[src/rtl/pc_fetch_unit_pkg.sv]
// Shared definitions for the instruction fetch stage: FSM encoding, instruction
// size, default reset vector and an alignment helper.
package pc_fetch_unit_pkg;

  // Fetch sequencer states.
  typedef enum logic [1:0] {
    BOOT  = 2'd0,
    FETCH = 2'd1,
    HOLD  = 2'd2,
    FAULT = 2'd3
  } fetch_state_e;

  // Every instruction is one 32-bit word, so targets must be word aligned.
  localparam int INSTR_BYTES = 4;
  localparam int ALIGN_BITS  = $clog2(INSTR_BYTES);

  // Reset vector used when the instantiating level does not override it.
  localparam logic [31:0] DEFAULT_RESET_PC = 32'h0000_0000;

  // True when the low address bits select the first byte of an instruction.
  function automatic logic is_aligned(input logic [ALIGN_BITS-1:0] low_bits);
    return low_bits == '0;
  endfunction

endpackage : pc_fetch_unit_pkg

[src/rtl/pc_fetch_unit.sv]
// Program counter and instruction fetch sequencer. Holds the architectural PC,
// issues fetch requests with a req/ready handshake, tracks redirects that
// arrive while a request is outstanding, and latches a sticky fault on a
// misaligned redirect target. The PC + 4 adder lives outside this block.
module pc_fetch_unit
  import pc_fetch_unit_pkg::*;
#(
  parameter int              XLEN     = 32,
  parameter logic [XLEN-1:0] RESET_PC = XLEN'(DEFAULT_RESET_PC)
) (
  input  logic            clock,
  input  logic            reset,
  input  logic [XLEN-1:0] inPCAdder,
  input  logic [XLEN-1:0] branchTarget,
  input  logic            branchTaken,
  input  logic            stall,
  input  logic            imemReady,
  output logic [XLEN-1:0] outPC,
  output logic            imemReq,
  output logic            fetchValid,
  output logic            misaligned
);

  fetch_state_e    state_q, state_d;
  logic [XLEN-1:0] pc_q, pc_d;
  logic [XLEN-1:0] saved_q, saved_d;
  logic            pending_q, pending_d;
  logic            valid_q, valid_d;
  logic            fault_q, fault_d;
  logic            bad_target;

  // A redirect whose target does not start an instruction is a fault.
  assign bad_target = branchTaken && !is_aligned(branchTarget[ALIGN_BITS-1:0]);

  // Next-state, next-PC and request logic.
  always_comb begin
    // NOTE: every signal assigned here gets a default first, so no path can
    // leave a value unassigned and infer a latch.
    state_d   = state_q;
    pc_d      = pc_q;
    saved_d   = saved_q;
    pending_d = pending_q;
    valid_d   = 1'b0;
    fault_d   = fault_q;
    imemReq   = 1'b0;

    case (state_q)
      BOOT: begin
        // One idle cycle after reset; redirects are ignored here.
        state_d = FETCH;
      end

      FETCH: begin
        // Reset abandons the outstanding request in the cycle it is sampled.
        imemReq = !reset;
        if (bad_target) begin
          state_d   = FAULT;
          fault_d   = 1'b1;
          pending_d = 1'b0;
        end else begin
          if (imemReady) begin
            if (branchTaken) begin
              // Same-cycle redirect wins; the returning word is wrong-path.
              pc_d      = branchTarget;
              pending_d = 1'b0;
            end else if (pending_q) begin
              // Drop the wrong-path word and jump to the remembered target.
              pc_d      = saved_q;
              pending_d = 1'b0;
            end else begin
              pc_d    = inPCAdder;
              valid_d = 1'b1;
            end
          end else if (branchTaken) begin
            // Request still in flight: remember the youngest target.
            saved_d   = branchTarget;
            pending_d = 1'b1;
          end
          if (stall) begin
            state_d = HOLD;
          end
        end
      end

      HOLD: begin
        if (bad_target) begin
          state_d   = FAULT;
          fault_d   = 1'b1;
          pending_d = 1'b0;
        end else begin
          if (branchTaken) begin
            saved_d   = branchTarget;
            pending_d = 1'b1;
          end
          if (!stall) begin
            // Apply any redirect before the first request after the stall.
            state_d = FETCH;
            if (branchTaken) begin
              pc_d      = branchTarget;
              pending_d = 1'b0;
            end else if (pending_q) begin
              pc_d      = saved_q;
              pending_d = 1'b0;
            end
          end
        end
      end

      FAULT: begin
        // Frozen until reset.
      end

      default: begin
        state_d = BOOT;
      end
    endcase
  end

  // State and datapath registers with synchronous reset.
  always_ff @(posedge clock) begin
    // NOTE: registers use non-blocking assignments so every flop samples the
    // values from before this edge, independent of statement order.
    if (reset) begin
      state_q   <= BOOT;
      pc_q      <= RESET_PC;
      saved_q   <= '0;
      pending_q <= 1'b0;
      valid_q   <= 1'b0;
      fault_q   <= 1'b0;
    end else begin
      state_q   <= state_d;
      pc_q      <= pc_d;
      saved_q   <= saved_d;
      pending_q <= pending_d;
      valid_q   <= valid_d;
      fault_q   <= fault_d;
    end
  end

  assign outPC      = pc_q;
  assign fetchValid = valid_q;
  assign misaligned = fault_q;

endmodule : pc_fetch_unit

[config.mk]
export PLATFORM = sky130hd
export DESIGN_NAME = pc_fetch_unit
export DESIGN_NICKNAME = d
export VERILOG_FILES = /design/src/rtl/pc_fetch_unit_pkg.sv /design/src/rtl/pc_fetch_unit.sv
export SDC_FILE = /design/constraint.sdc
export NUM_CORES = 1
export LEC_CHECK = 0
export BUFFER_PORTS_ARGS = -buffer_cell sky130_fd_sc_hd__buf_2
export CORE_MARGIN = 4
export CORE_UTILIZATION = 55
export CTS_BUF_LIST = sky130_fd_sc_hd__clkbuf_2
export DETAILED_ROUTE_END_ITERATION = 12
export GPL_TIMING_DRIVEN = 0
export MAX_ROUTING_LAYER = met4
export PLACE_DENSITY = 0.82
export SYNTH_ARGS = -nofsm -noshare
export SYNTH_HDL_FRONTEND = slang
export SYNTH_SLANG_ARGS = --single-unit
[constraint.sdc]
create_clock -name clock -period 2.6 [get_ports clock]
set_clock_uncertainty 0.05 [all_clocks]
set_input_delay 0.39 -clock clock [delete_from_list [all_inputs] [get_ports clock]]
set_output_delay 0.39 -clock clock [all_outputs]
set_load 0.01 [all_outputs]
==> flow_summary_export.csv, run 1 <==
group,metric,value,unit
run_status,outcome,"finished clean",
layout,final_nets,635,
layout,multiInputGateArea,2316,sq um
route,top_layer_used,"met4",
worst_setup_path,worst-path-buf-inv,4,
floorplan,initial_utilization,57.26,%
placement,dp_cells,648,
clock_network,cts_num_sinks,69,
layout,drive_gt1_share,22.61,%
route,wl_per_cell,18.05,microns
sta,finalSetupTns,0,ns
route,vias,4108,
route,drtIter0Drc,345,
worst_setup_path,critPathLaunchType,"flop",
layout,layout.area.seq,1381,sq um
placement,place_hpwl,8639,microns
clock_network,cts_made_buffers,9,
layout,fin_cells,662,
route,met3_length,1050,microns
grt,grt_max_degree,11,
power_and_ir_drop,total_power,0.002963,W
power_and_ir_drop,power.leakage,1.930,nW
layout,diodes,0,
worst_setup_path,max_stage_delay,0.46,ns
floorplan,core,6907,sq um
floorplan,fp.dieW,92.80,microns
clock_network,clk_latency,0.49,ns
grt,grt_antenna_before_repair,0,
grt,grt_pass1_vias,3957,
placement,io_buffers,102,
synth,ys_warn_count,0,
clock_network,cts_tree,"done",
worst_hold_path,holdCritPathClass,"primary input to flop",
synth,yosysSeqAreaShare,34.93,%
clock_network,cts-resized-gates,0,
clock_network,post_cts_buffers,0,
synth,avgSynthCellArea,8.789,sq um
route,vias_per_cell,6.205,
sta,finalHoldViolCount,0,
floorplan,ios,104,
worst_setup_path,critPathSlowestCell,"clkbuf_1",
placement,dp_slack,0.4448,ns
power_and_ir_drop,powerDensity,636.9,nW/um^2
grt,grt_overflow_total,0,
clock_network,cts_max_level,3,
synth,netlist_instances,450,
worst_setup_path,cp_common_cell,"clkbuf_1",
sta,rsz0062_at_grt,"no",
route,post-route-drc-count,0,
worst_setup_path,path_max_fanout,10,
worst_setup_path,worst_ep_arrival_time,2.60,ns
clock_network,clk_pin_slew,0.18,ns
worst_setup_path,critPathKind,"flop to flop",
worst_setup_path,cpLargestDelayFamily,"buffers and inverters",
synth,synth_cell_types,32,
sta,finalSetupViolCount,0,
floorplan,die_area,8612,sq um
power_and_ir_drop,peakVddDrop,445.8,uV
grt,grtUsageTotal,28.17,%
floorplan,num_rows,30,
sta,worst_pin_slew,0.6010,ns
worst_setup_path,reg2reg_slack,0.38,ns
synth,ys_ff_latch,69,
flow_run,cap_violations,0,
route,dr.pass1.iters,6,
clock_network,cts-root-buf,"clkbuf_2",
sta,slew_headroom,59.93,%
floorplan,die_height,92.80,microns
route,routed_wl,11950,microns
sta,slew_violations,0,
sta,period_share,85.33,%
grt,grt_pass1_wl,19110,microns
layout,syn_to_final_growth,17.65,%
synth,syn-num-nets,522,
route,wl_met1,4898,microns
sta,layout_min_cycle_time,2.218,ns
placement,gp_routability_congestion,0.8881,
worst_setup_path,crit_path_end_kind,"flop",
layout,n_fill_cell,604,
route,met2_length,5735,microns
synth,synth_area,3955,sq um
worst_setup_path,crit_chain,"inv_1 -> ha_1 -> buf_2 -> clkbuf_1 -> nor2_1 -> clkbuf_1 -> o31ai_1 -> a21oi_1",
clock_network,cts_buffer_depth,2,
sta,fmax,0.4508,GHz
sta,fin_ws,0.3815,ns
clock_network,cts_hold_repair.buffers,0,
route,ant_nets,0,
worst_setup_path,required,2.98,ns
-- stage by stage --
step	utilization, %	area (sq um)	hold WS (ns)
6_report	67.37	4653	0.08844
5_1_grt	67.37	4653	0.09202
4_1_cts	67.37	4653	0.09505
3_5_place_dp	66.39	4586	0.4098
3_3_place_gp	66.39	4586	0.4008
2_1_floorplan	-	3955	0.3948
-- report_power, final --
group	total [W]	switching, W	leakage, nW	internal [W]
Clock	0.000474	0.000363	0.0525	0.000111
Sequential	0.00125	0.0000633	0.559	0.00118
Combinational	0.00124	0.000790	1.32	0.000453
-- path summary, 6_finish.rpt --
| path | startpoint | to | cells past startpoint |
|---|---|---|---|
| worst max-delay path | state_q[0] | saved_q[21] | 8 |
| worst min-delay path | branchTarget[11] | saved_q[11] | 3 |
| worst max register to register | state_q[0] | saved_q[21] | 8 |
| worst min register to register | saved_q[10] | saved_q[10] | 2 |
-- tightest hold or removal path, cell delays in order --
cell     delay, ns
buf_2         0.11
nand4_1       0.06
a21oi_1       0.05
-- synthesized netlist by cell type --
master | instances | share of area (%)
a221o_1 | 1 | 0.25
dfxtp_1 | 69 | 35
nand2b_1 | 4 | 0.63
or3b_1 | 33 | 7.3
nand4_1 | 32 | 5.1
nand2_1 | 2 | 0.19
nor2_1 | 6 | 0.57
mux2_1 | 32 | 9.1
o21ai_0 | 33 | 4.2
or2_2 | 1 | 0.16
and2_1 | 1 | 0.16
o31ai_1 | 30 | 5.7
nor3b_1 | 3 | 0.57
a21oi_1 | 32 | 4.0
o211a_1 | 1 | 0.25
clkbuf_1 | 43 | 4.1
o21bai_1 | 1 | 0.19
and3_1 | 1 | 0.16
buf_2 | 8 | 1.0
o21ba_2 | 1 | 0.25
o21a_1 | 1 | 0.19
nor3_1 | 1 | 0.13
buf_6 | 3 | 0.85
mux2i_1 | 2 | 0.51
a31oi_1 | 1 | 0.16
buf_1 | 2 | 0.19
inv_1 | 4 | 0.38
o211ai_1 | 1 | 0.19
mux2_2 | 1 | 0.28
ha_1 | 3 | 0.95
nor2b_1 | 65 | 10
a311oi_1 | 32 | 7.1
-- cell type report --
type	instances	area share, %
clock buffers	10	1.076
multi-input cells	321	49.77
repair buffers	102	10.97
well taps	96	2.581
flip-flops and latches	69	29.69
clock inverters	4	0.3764
inverters	4	0.3227
plain buffers	56	5.216
-- cell families (layout without fill, tap and decap cells) --
kind of cell               after synthesis  count (layout)  share of synthesized area (%)
and+or+nand+nor                        149             149                          25.21
AOI/OAI and AO/OA                      134             134                          22.49
DFF                                     69              69                          34.93
buffers and inverters                   60             176                          6.517
muxes                                   35              35                          9.902
adders and majority gates                3               3                         0.9492
-- metal layers --
layer | track usage [%] | vias up
li1 | - | 1913
met1 | 35.21 | 1922
met2 | 46.31 | 237
met3 | 4.549 | 36
met4 | 9.646 | 0
met5 | - | -
-- flip-flops by register name (all words and copies together) (netlist names) --
signal      flops
outPC          32
misaligned      1
state_q         2
fetchValid      1
saved_q        32
pending_q       1
-- cell usage in the layout, fill, tap and decap left out, types with 3 or more instances in the layout --
cell type | Yosys | routed
clkbuf_1 | 43 | 43
clkbuf_2 | 0 | 10
nor2b_1 | 65 | 65
nor2_1 | 6 | 6
a21oi_1 | 32 | 32
buf_6 | 3 | 3
a311oi_1 | 32 | 32
nand4_1 | 32 | 32
nand2b_1 | 4 | 4
buf_2 | 8 | 110
o21ai_0 | 33 | 33
dfxtp_1 | 69 | 69
o31ai_1 | 30 | 30
or3b_1 | 33 | 33
inv_1 | 4 | 4
nor3b_1 | 3 | 3
mux2_1 | 32 | 32
ha_1 | 3 | 3
Power figures use the tool's default switching activity.
==> run 2, diff against run 1 <==
--- a/config.mk
+++ b/config.mk
@@ -5,14 +5,15 @@
 export SDC_FILE = /design/constraint.sdc
 export NUM_CORES = 1
 export LEC_CHECK = 0
+export ABC_AREA = 1
 export BUFFER_PORTS_ARGS = -buffer_cell sky130_fd_sc_hd__buf_2
 export CORE_MARGIN = 4
-export CORE_UTILIZATION = 55
+export CORE_UTILIZATION = 54
 export CTS_BUF_LIST = sky130_fd_sc_hd__clkbuf_2
 export DETAILED_ROUTE_END_ITERATION = 12
 export GPL_TIMING_DRIVEN = 0
 export MAX_ROUTING_LAYER = met4
-export PLACE_DENSITY = 0.82
+export PLACE_DENSITY = 0.88
 export SYNTH_ARGS = -nofsm -noshare
 export SYNTH_HDL_FRONTEND = slang
 export SYNTH_SLANG_ARGS = --single-unit
==> flow_summary_export.csv, run 2 <==
group,metric,value,unit
layout,finish.instance_area,4419,sq um
synth,synth-edff-count,0,
grt,grt_pass1_vias,3675,
sta,worst_pin_slew,0.5141,ns
route,post-route-drc-count,0,
worst_setup_path,critPathSlowestCell,"dfxtp_1",
synth,netlist_top_cells_area,"dfxtp_1 (38%), nand2_1 (25%), nand3_1 (9.2%), nor2_1 (7.3%), nand3b_1 (6.6%)",
synth,ys_async_sr_fraction,0,%
power_and_ir_drop,powerDensity,884.0,nW/um^2
clock_network,cts_made_buffers,9,
worst_setup_path,crit_path_end_kind,"output pin",
placement,place_hpwl,7267,microns
synth,netlist_instances,571,
sta,rsz0062_at_grt,"no",
sta,finalHoldViolCount,0,
grt,grtUsageMet3,5.426,%
layout,final_cell_mix,"nand2_1 (240), buf_2 (122), nor2_1 (71), dfxtp_1 (69), nand3_1 (67)",
grt,grt_max_degree,13,
clock_network,cts_hold_repair.buffers,0,
route,dr.pass1.iters,7,
clock_network,cts_num_sinks,69,
flow_run,cap_violations,0,
worst_setup_path,max_stage_delay,0.42,ns
synth,synth_ff_type,"dfxtp_1",
grt,met1_usage,32.81,%
floorplan,initial_utilization,56.28,%
power_and_ir_drop,power.leakage,2.227,nW
clock_network,clk_latency,0.53,ns
sta,layout_min_cycle_time,1.993,ns
route,ant_nets,0,
floorplan,die_area,8107,sq um
placement,io_buffers,101,
worst_setup_path,path_max_fanout,6,
worst_setup_path,reg2reg_slack,0.73,ns
clock_network,clk_pin_slew,0.19,ns
worst_hold_path,holdCritPathClass,"primary input to flop",
floorplan,ios,104,
synth,syn-num-nets,643,
synth,yosysSeqAreaShare,38.00,%
route,drtIter0Drc,308,
floorplan,core,6459,sq um
grt,use_met2,37.83,%
clock_network,cts_max_level,3,
route,vias,3928,
sta,slew_violations,0,
clock_network,post_cts_buffers,0,
clock_network,cts-resized-gates,0,
grt,grtUsageTotal,25.04,%
synth,synth_area,3635,sq um
placement,place_area,4237,sq um
route,wl_per_cell,12.66,microns
floorplan,die_height,90.04,microns
layout,final_common_cell,"nand2_1",
sta,slew_headroom,65.73,%
grt,grt_pass1_wl,16530,microns
placement,gp_routability_congestion,0.9030,
power_and_ir_drop,peakVddDrop,429.9,uV
layout,diodes,0,
layout,syn_to_final_growth,21.58,%
sta,finalSetupTns,0,ns
worst_setup_path,required,2.16,ns
worst_setup_path,crit_chain,"inv_1 -> ha_1 -> inv_2 -> nor2_1 -> buf_2",
clock_network,cts_buffer_depth,2,
layout,final_nets,755,
synth,synth_cell_types,21,
synth,synth_common_cells,"nand2_1 (240), nor2_1 (71), dfxtp_1 (69)",
clock_network,cts-root-buf,"clkbuf_2",
layout,fin_cells,765,
grt,grt_overflow_total,0,
synth,synth_top_area_share,38.00,%
synth,avgSynthCellArea,6.366,sq um
synth,ys_warn_count,0,
run_status,outcome,"finished clean",
grt,grt_antenna_before_repair,0,
floorplan,num_rows,29,
sta,period_share,76.67,%
synth,synth_top_area_cell,"dfxtp_1",
route,routed_wl,9683,microns
placement,dp_cells,749,
worst_setup_path,critPathKind,"flop to output pin",
route,vias_per_cell,5.135,
power_and_ir_drop,total_power,0.003907,W
clock_network,cts_tree,"done",
worst_setup_path,critPathLaunchType,"flop",
sta,finalSetupViolCount,0,
synth,synth.most_common_cell,"nand2_1",
layout,drive_gt1_share,21.51,%
floorplan,fp.dieW,90.04,microns
layout,finish.utilization,68.42,%
worst_setup_path,worst_ep_arrival_time,1.55,ns
sta,fmax,0.5017,GHz
grt,busiest_layer,"met2",
synth,ys_ff_latch,69,
[run 2: critical path: cells and delay by family (launching register included)]
family,cells,cell delay [ns]
flip-flops,1,0.42
buffers and inverters,3,0.33
adder cells (fa/ha/maj),1,0.21
AND/OR/NAND/NOR,1,0.06
[run 2: cells by family (layout without fill, tap and decap cells)]
| group | after synthesis | after routing | synth area share, % |
|---|---|---|---|
| buffers and inverters | 44 | 161 | 5.783 |
| AOI/OAI and AO/OA | 40 | 40 | 5.990 |
| DFF | 69 | 69 | 38.00 |
| adders and majority gates | 3 | 3 | 1.033 |
| and+or+nand+nor | 415 | 415 | 49.19 |
[run 2: layout make-up]
cell class                      instances  area, sq um
Multi-Input combinational cell        458         2043
Fill cell                             594         2039
Sequential cell                        69         1381
Timing Repair Buffer                  101        505.5
Buffer                                 35        176.4
Clock inverter                          7        137.6
Tap cell                               77        96.34
Clock buffer                            9        45.04
Inverter                                9        33.78
[run 2: final timing paths]
check / cells after the start / to / start
worst max-delay path: 5 / imemReq / state_q[1]
worst min-delay path: 2 / saved_q[16] / reset
worst max register to register: 9 / outPC[6] / state_q[0]
worst min register to register: 2 / misaligned / misaligned
[run 2: per-stage QoR]
step           hold slack, ns  setup slack (ns)
2_1_floorplan          0.3901             1.088
3_3_place_gp           0.3930            0.8312
3_5_place_dp           0.3968            0.8129
4_1_cts               0.07017            0.5898
5_1_grt               0.05043            0.4690
6_report              0.08432            0.6066
[run 2: power by group]
| group | internal (W) | switching [W] |
|---|---|---|
| sequential | 0.00127 | 0.000106 |
| clock | 0.000508 | 0.000398 |
| combinational | 0.000607 | 0.00102 |
[run 2: metal layers]
| metal | wire length [microns] | share of wire (%) |
|---|---|---|
| met1 | 4508 | 47 |
| met2 | 4286 | 44 |
| met3 | 699 | 7.2 |
| met4 | 188 | 1.9 |
| met5 | 0 | 0 |
